--- src/rtl/wsr_pkg.sv ---
// Shared helpers for the window shift register: tap bit offsets and counter sizing.
package wsr_pkg;

  function automatic int cnt_w(input int size, input int stride);
    int m;
    m = (size > stride) ? size : stride;
    return $clog2(m + 1);
  endfunction

  // Bit offset of (channel, tap) in the flattened window bus; tap 0 is newest.
  function automatic int tap_off(input int ch, input int tap, input int size, input int dw);
    return (ch * size + tap) * dw;
  endfunction

endpackage

--- src/rtl/window_shift_register_if.sv ---
// Input/output handshake bundle of the window shift register.
interface window_shift_register_if #(
  parameter int SIZE       = 3,
  parameter int DATA_WIDTH = 32,
  parameter int CHANNELS   = 1
);
  localparam int FW = $clog2(SIZE + 1);

  logic                                in_valid;
  logic                                in_ready;
  logic [CHANNELS*DATA_WIDTH-1:0]      shift_in;
  logic                                out_valid;
  logic                                out_ready;
  logic [CHANNELS*SIZE*DATA_WIDTH-1:0] data_out;
  logic [CHANNELS*DATA_WIDTH-1:0]      shift_out;
  logic [FW-1:0]                       fill_count;

  modport master (
    output in_valid, shift_in, out_ready,
    input  in_ready, out_valid, data_out, shift_out, fill_count
  );

  modport slave (
    input  in_valid, shift_in, out_ready,
    output in_ready, out_valid, data_out, shift_out, fill_count
  );
endinterface

--- src/rtl/wsr_lane.sv ---
// One channel's SIZE-deep tap chain; clear beats load beats shift.
// Load port exists only when WSR_PARALLEL_LOAD_EN is defined.
module wsr_lane
  import wsr_pkg::*;
#(
  parameter int SIZE       = 3,
  parameter int DATA_WIDTH = 32
) (
  input  logic                       clock,
  input  logic                       r_reset,
  input  logic                       clr_i,
  input  logic                       shift_i,
  input  logic [DATA_WIDTH-1:0]      sample_i,
`ifdef WSR_PARALLEL_LOAD_EN
  input  logic                       load_i,
  input  logic [SIZE*DATA_WIDTH-1:0] load_data_i,
`endif
  output logic [SIZE*DATA_WIDTH-1:0] taps_o
);

  logic [SIZE-1:0][DATA_WIDTH-1:0] taps_q, taps_d;

  always_comb begin
    taps_d = taps_q;
    if (clr_i) taps_d = '0;
`ifdef WSR_PARALLEL_LOAD_EN
    else if (load_i) taps_d = load_data_i;
`endif
    else if (shift_i) taps_d = {taps_q[SIZE-2:0], sample_i};
  end

  always_ff @(posedge clock or negedge r_reset) begin
    if (!r_reset) taps_q <= '0;
    else          taps_q <= taps_d;
  end

  assign taps_o = taps_q;

endmodule

--- src/rtl/window_shift_register.sv ---
// Multi-channel tap-delay line with valid/ready, fill tracking, stride and clear.
// Optional parallel window load is enabled by WSR_PARALLEL_LOAD_EN.
module window_shift_register
  import wsr_pkg::*;
#(
  parameter int SIZE       = 3,
  parameter int DATA_WIDTH = 32,
  parameter int CHANNELS   = 1,
  parameter int STRIDE     = 1
) (
  input  logic                                clock,
  input  logic                                r_reset,
  input  logic                                clear,
`ifdef WSR_PARALLEL_LOAD_EN
  input  logic                                load,
  input  logic [CHANNELS*SIZE*DATA_WIDTH-1:0] load_data,
`endif
  window_shift_register_if.slave              bus
);

  localparam int CW = cnt_w(SIZE, STRIDE);
  localparam int FW = $clog2(SIZE + 1);

  logic [FW-1:0] fill_q, fill_d;
  logic [CW-1:0] stride_q, stride_d;
  logic          out_valid_q, out_valid_d;

  logic in_ready, accept, load_en, shift_en, full_after, emit;

  logic [CHANNELS-1:0][SIZE*DATA_WIDTH-1:0] lane_taps;
  logic [CHANNELS*SIZE*DATA_WIDTH-1:0]      data_flat;
  logic [CHANNELS*DATA_WIDTH-1:0]           shift_out_w;

  assign in_ready = !out_valid_q || bus.out_ready;
  assign accept   = bus.in_valid && in_ready;

`ifdef WSR_PARALLEL_LOAD_EN
  assign load_en = load && in_ready && !clear;
`else
  assign load_en = 1'b0;
`endif

  assign shift_en   = accept && !clear && !load_en;
  // This accept leaves the chain full; the first one to do so always emits.
  assign full_after = fill_q >= FW'(SIZE - 1);
  assign emit       = accept && full_after &&
                      ((fill_q != FW'(SIZE)) || (stride_q == CW'(STRIDE - 1)));

  always_comb begin
    fill_d      = fill_q;
    stride_d    = stride_q;
    out_valid_d = out_valid_q;
    if (clear) begin
      fill_d      = '0;
      stride_d    = '0;
      out_valid_d = 1'b0;
    end else if (load_en) begin
      fill_d      = FW'(SIZE);
      stride_d    = '0;
      out_valid_d = 1'b1;
    end else begin
      if (out_valid_q && bus.out_ready) out_valid_d = 1'b0;
      if (accept) begin
        if (fill_q != FW'(SIZE)) fill_d = fill_q + FW'(1);
        if (full_after)          stride_d = emit ? '0 : stride_q + CW'(1);
        if (emit)                out_valid_d = 1'b1;
      end
    end
  end

  always_ff @(posedge clock or negedge r_reset) begin
    if (!r_reset) begin
      fill_q      <= '0;
      stride_q    <= '0;
      out_valid_q <= 1'b0;
    end else begin
      fill_q      <= fill_d;
      stride_q    <= stride_d;
      out_valid_q <= out_valid_d;
    end
  end

  for (genvar c = 0; c < CHANNELS; c++) begin : g_lane
    wsr_lane #(
      .SIZE       (SIZE),
      .DATA_WIDTH (DATA_WIDTH)
    ) u_lane (
      .clock       (clock),
      .r_reset     (r_reset),
      .clr_i       (clear),
      .shift_i     (shift_en),
      .sample_i    (bus.shift_in[c*DATA_WIDTH +: DATA_WIDTH]),
`ifdef WSR_PARALLEL_LOAD_EN
      .load_i      (load_en),
      .load_data_i (load_data[c*SIZE*DATA_WIDTH +: SIZE*DATA_WIDTH]),
`endif
      .taps_o      (lane_taps[c])
    );
  end

  assign data_flat = lane_taps;

  always_comb begin
    shift_out_w = '0;
    for (int c = 0; c < CHANNELS; c++)
      shift_out_w[c*DATA_WIDTH +: DATA_WIDTH] =
        data_flat[tap_off(c, SIZE - 1, SIZE, DATA_WIDTH) +: DATA_WIDTH];
  end

  assign bus.in_ready   = in_ready;
  assign bus.out_valid  = out_valid_q;
  assign bus.data_out   = data_flat;
  assign bus.shift_out  = shift_out_w;
  assign bus.fill_count = fill_q;

endmodule

--- src/flat_wrapper.sv ---
// flat-port wrapper written by rule: the top's interface ports become plain ports
module window_shift_register_flat import wsr_pkg::*;
#(
  parameter int SIZE       = 3,
  parameter int DATA_WIDTH = 32,
  parameter int CHANNELS   = 1,
  parameter int STRIDE     = 1
)
  (clock, r_reset, clear, bus_in_valid, bus_shift_in, bus_out_ready, bus_in_ready, bus_out_valid, bus_data_out, bus_shift_out, bus_fill_count);
  window_shift_register_if #(.SIZE(SIZE), .DATA_WIDTH(DATA_WIDTH), .CHANNELS(CHANNELS)) bus_i ();
  input  logic clock;
  input  logic r_reset;
  input  logic clear;
  input wire logic [$bits(bus_i.in_valid)-1:0] bus_in_valid;
  input wire logic [$bits(bus_i.shift_in)-1:0] bus_shift_in;
  input wire logic [$bits(bus_i.out_ready)-1:0] bus_out_ready;
  output wire logic [$bits(bus_i.in_ready)-1:0] bus_in_ready;
  output wire logic [$bits(bus_i.out_valid)-1:0] bus_out_valid;
  output wire logic [$bits(bus_i.data_out)-1:0] bus_data_out;
  output wire logic [$bits(bus_i.shift_out)-1:0] bus_shift_out;
  output wire logic [$bits(bus_i.fill_count)-1:0] bus_fill_count;
  assign bus_i.in_valid = bus_in_valid;
  assign bus_i.shift_in = bus_shift_in;
  assign bus_i.out_ready = bus_out_ready;
  assign bus_in_ready = bus_i.in_ready;
  assign bus_out_valid = bus_i.out_valid;
  assign bus_data_out = bus_i.data_out;
  assign bus_shift_out = bus_i.shift_out;
  assign bus_fill_count = bus_i.fill_count;
  window_shift_register #(.SIZE(SIZE), .DATA_WIDTH(DATA_WIDTH), .CHANNELS(CHANNELS), .STRIDE(STRIDE)) u_core (.clock(clock), .r_reset(r_reset), .clear(clear), .bus(bus_i));
endmodule
--- config.mk ---
export PLATFORM = sky130hd
export DESIGN_NAME = window_shift_register_flat
export DESIGN_NICKNAME = d
export VERILOG_FILES = /design/src/rtl/wsr_pkg.sv /design/src/rtl/window_shift_register_if.sv /design/src/rtl/wsr_lane.sv /design/src/rtl/window_shift_register.sv /design/src/flat_wrapper.sv
export SDC_FILE = /design/constraint.sdc
export NUM_CORES = 1
export LEC_CHECK = 0
export CAP_MARGIN = 40
export CORE_ASPECT_RATIO = 1.25
export CORE_MARGIN = 10
export CORE_UTILIZATION = 41
export CTS_CLUSTER_DIAMETER = 30
export DETAILED_ROUTE_END_ITERATION = 7
export PLACE_DENSITY = 0.77
export SLEW_MARGIN = 10
export SYNTH_ARGS = -nofsm -noshare
export SYNTH_HDL_FRONTEND = slang
export SYNTH_SLANG_ARGS = --single-unit
export TNS_END_PERCENT = 100
--- constraint.sdc ---
create_clock -name clock -period 1.5 [get_ports clock]
set_clock_uncertainty 0.15 [all_clocks]
set_input_delay 0.3 -clock clock [delete_from_list [all_inputs] [get_ports clock]]
set_output_delay 0.3 -clock clock [all_outputs]
set_load 0.1 [all_outputs]
==> impl_metrics.ini <==
[sta]
holdWs_ns = 0.0786
slew_headroom = 0.626
period_needed_ns = 1.69
timing.fmax_mhz = 593
slew_violations = 0
setup_ws_ns = -0.186
hold_viol = 0
worst_pin_slew_ns = 0.561
tns_ns = -7.87
setup_viol = 102
rsz0062_at_grt = true
fin_crit_sh = 1.12

[synth]
synth-simple-area-share = 0.115
synth_edf_count = 0
ys_top_cells_by_count = 101 x dfrtp_1, 97 x a21oi_1, 96 x nand3_1
ys_seq_elements = 101
synth_mux_area_frac = 0
synth_nets = 542
synth_top_family_by_area = compound AO/OA/AOI/OAI gates
synth.top_cell.area_share = 0.540
yosys.area_share.adder = 0.00801
syn_avg_cell_area_um2 = 9.33
synth-xor-area-share = 0
synthTopCellsByArea = dfrtp_1 54%, a21oi_1 10%, nand3_1 10%, o21ai_0 7.4%, buf_4 6.4%
post-synth-top-count-cell = dfrtp_1
synth_flop_cell = dfrtp_1
synth_area_um2 = 4680
ys_types = 26
synth-async-reset-ratio = 1.00
postSynthCellCount = 502
synth-compound-area-share = 0.221
synth_warnings = 0
synth.largest_area_cell = dfrtp_1
ys_seq_area_frac = 0.540

[power_and_ir_drop]
power_frac_comb = 0.291
power_switching_mw = 2.60
p_clk_frac = 0.316
total_leakage_power_nw = 3.53
pwr-share-seq = 0.392
ir_drop_uv = 555
p_per_area_nw_per_um2 = 845
internal_power_mw = 5.03
p_sw_frac = 0.341
power_mw = 7.63

[drt]
drtIter0Drc = 280
drc_errors = 0
drt-pass1-iter-count = 5
vias = 4713
wl_um = 18600
postRouteAntennaNets = 0
routedWlPerCell_um = 23.8
vias_per_cell = 6.03

[final_layout]
insertedDiodeCount = 0
fin_nets = 681
final_area_um2 = 9030
multi_input_area_um2 = 2160
seqCellArea_um2 = 2580
drive_above_1_share = 0.554
fillers = 604
final_cells = 781
syn2layout_area_growth_pct = 92.8
final_core_util = 0.811

[critical_path]
end_kind = output port
slowest_delay_ns = 0.48
crit_chain = nor2b_4 > inv_6 > buf_12
crit_fanout = 3
r2r_slack_ns = -0.16
critPathKind = reg2out
critPathRequiredTime_ns = 1.05
critPathLaunchType = register
crit_family = flip-flops
crit_buf_inv = 2
slowest_stage = dfrtp_4
arrival_ns = 1.24

[placement]
globalplace.congestion = 0.724
port_buffers = 168
place_hpwl_um = 11500
place_inst = 748
post-place-ws_ns = -0.330
post_dp_cell_area_um2 = 7960

[clock_tree]
htree_levels = 3
cts_sinks = 101
path_clk_slew_ns = 0.07
clock_latency_ns = 0.34
clk_path_buf_depth = 2
tritoncts = yes
clockRootBuffer = clkbuf_16
numCtsBuffers = 9

[worst_hold_path]
hp-class = in2reg

[floorplanning]
rows = 43
die_h_um = 140
start_util = 0.421
die_w_um = 116
dieArea_um2 = 16100
ios = 169
coreArea_um2 = 11100

[job]
maxCapViolCount = 0

[global_routing]
grt_max_degree = 102
grt.total_usage = 0.204
grt_pass1_wl_um = 26100
antenna_found_initial = 0
overflow = 0
grt_pass1_vias = 4596

[status]
status = complete, but fails checks
violations = negative setup slack
-- power by group through the flow --
stage	registers (mW)	clock network, mW	logic (mW)
floorplan	3.67	0	0.506
global placement	3.01	0	1.98
detailed placement	3.02	0	2.01
CTS	2.97	2.38	2.07
global route	3.00	2.54	2.30
finish	2.99	2.41	2.22
-- worst register-to-register path: cells and delay by family, from the launching register on --
family	cells	cell delay, ns
and+or+nand+nor	2	0.24
AOI/OAI and AO/OA	1	0.18
DFF	1	0.48
buffers and inverters	3	0.52
-- layout make-up --
| class | count | area share |
|---|---|---|
| inverters | 7 | 0.00346 |
| clock buffers | 12 | 0.0284 |
| multi-input cells | 308 | 0.240 |
| flip-flops and latches | 101 | 0.286 |
| repair buffers | 214 | 0.419 |
| clock inverters | 4 | 0.00527 |
| well taps | 135 | 0.0187 |
-- state kept, by name, indices dropped and copies added, names as in the netlist --
signal,cells
u_core.g_lane.u_lane.taps_o,96
u_core.bus.fill_count,2
u_core.bus.out_valid,1
u_core.stride_q,2
-- final timing paths --
kind / start / end / cells past startpoint
setup / recovery: u_core.bus.out_valid / bus_in_ready / 3
hold / removal: clear / u_core.stride_q[1] / 2
setup reg to reg: u_core.bus.out_valid / u_core.g_lane[0].u_lane.taps_o[90] / 6
hold reg to reg: u_core.stride_q[0] / u_core.stride_q[0] / 2
max in group asynchronous: r_reset / u_core.bus.fill_count[0] / 3
min in group asynchronous: r_reset / u_core.g_lane[0].u_lane.taps_o[8] / 3
-- routing by layer --
layer  share of wire  vias to the layer above  wire length (um)  track usage
li1                -                     2037                 -            -
met1            0.33                     2408              6220        0.217
met2            0.56                      219             10500        0.369
met3           0.059                       49              1100       0.0374
met4           0.043                        0               807        0.108
met5               0                        -                 0            0
-- cells by family after synthesis --
logic type | after synthesis
compound gates | 201
fa+ha+maj | 3
buf+inv | 93
flops | 101
simple gates | 104
-- what timing repair did --
item                                    in CTS  in global routing
cloned                                       3                  8
hold buffers                                 1                  0
pin swaps                                    1                 16
endpoints found under the setup margin      37                103
gates resized for setup                     14                161
setup buffers                                2                  3
hold endpoints to repair                   101                  0
-- layout by cell type (no fill, tap or decap), types with 2 or more instances in the layout --
| cell type | Yosys | final |
|---|---|---|
| dfrtp_2 | 0 | 34 |
| nand3_2 | 1 | 39 |
| a21oi_2 | 0 | 20 |
| buf_8 | 0 | 7 |
| buf_16 | 0 | 2 |
| a311o_1 | 2 | 2 |
| o21ai_2 | 0 | 49 |
| buf_6 | 3 | 7 |
| clkinv_2 | 0 | 2 |
| clkbuf_8 | 0 | 2 |
| o21ai_0 | 69 | 7 |
| o21ai_4 | 0 | 8 |
| dfrtp_4 | 0 | 3 |
| dfrtp_1 | 101 | 64 |
| ha_2 | 0 | 2 |
| inv_1 | 5 | 4 |
| clkbuf_16 | 0 | 15 |
| buf_4 | 40 | 11 |
| bufbuf_16 | 0 | 2 |
| a31oi_1 | 2 | 2 |
| o21ai_1 | 27 | 32 |
| inv_2 | 1 | 2 |
| nand3_1 | 96 | 58 |
| a21oi_1 | 97 | 77 |
| clkdlybuf4s50_1 | 0 | 33 |
| buf_12 | 0 | 145 |
(Power assumes the default switching activity.)
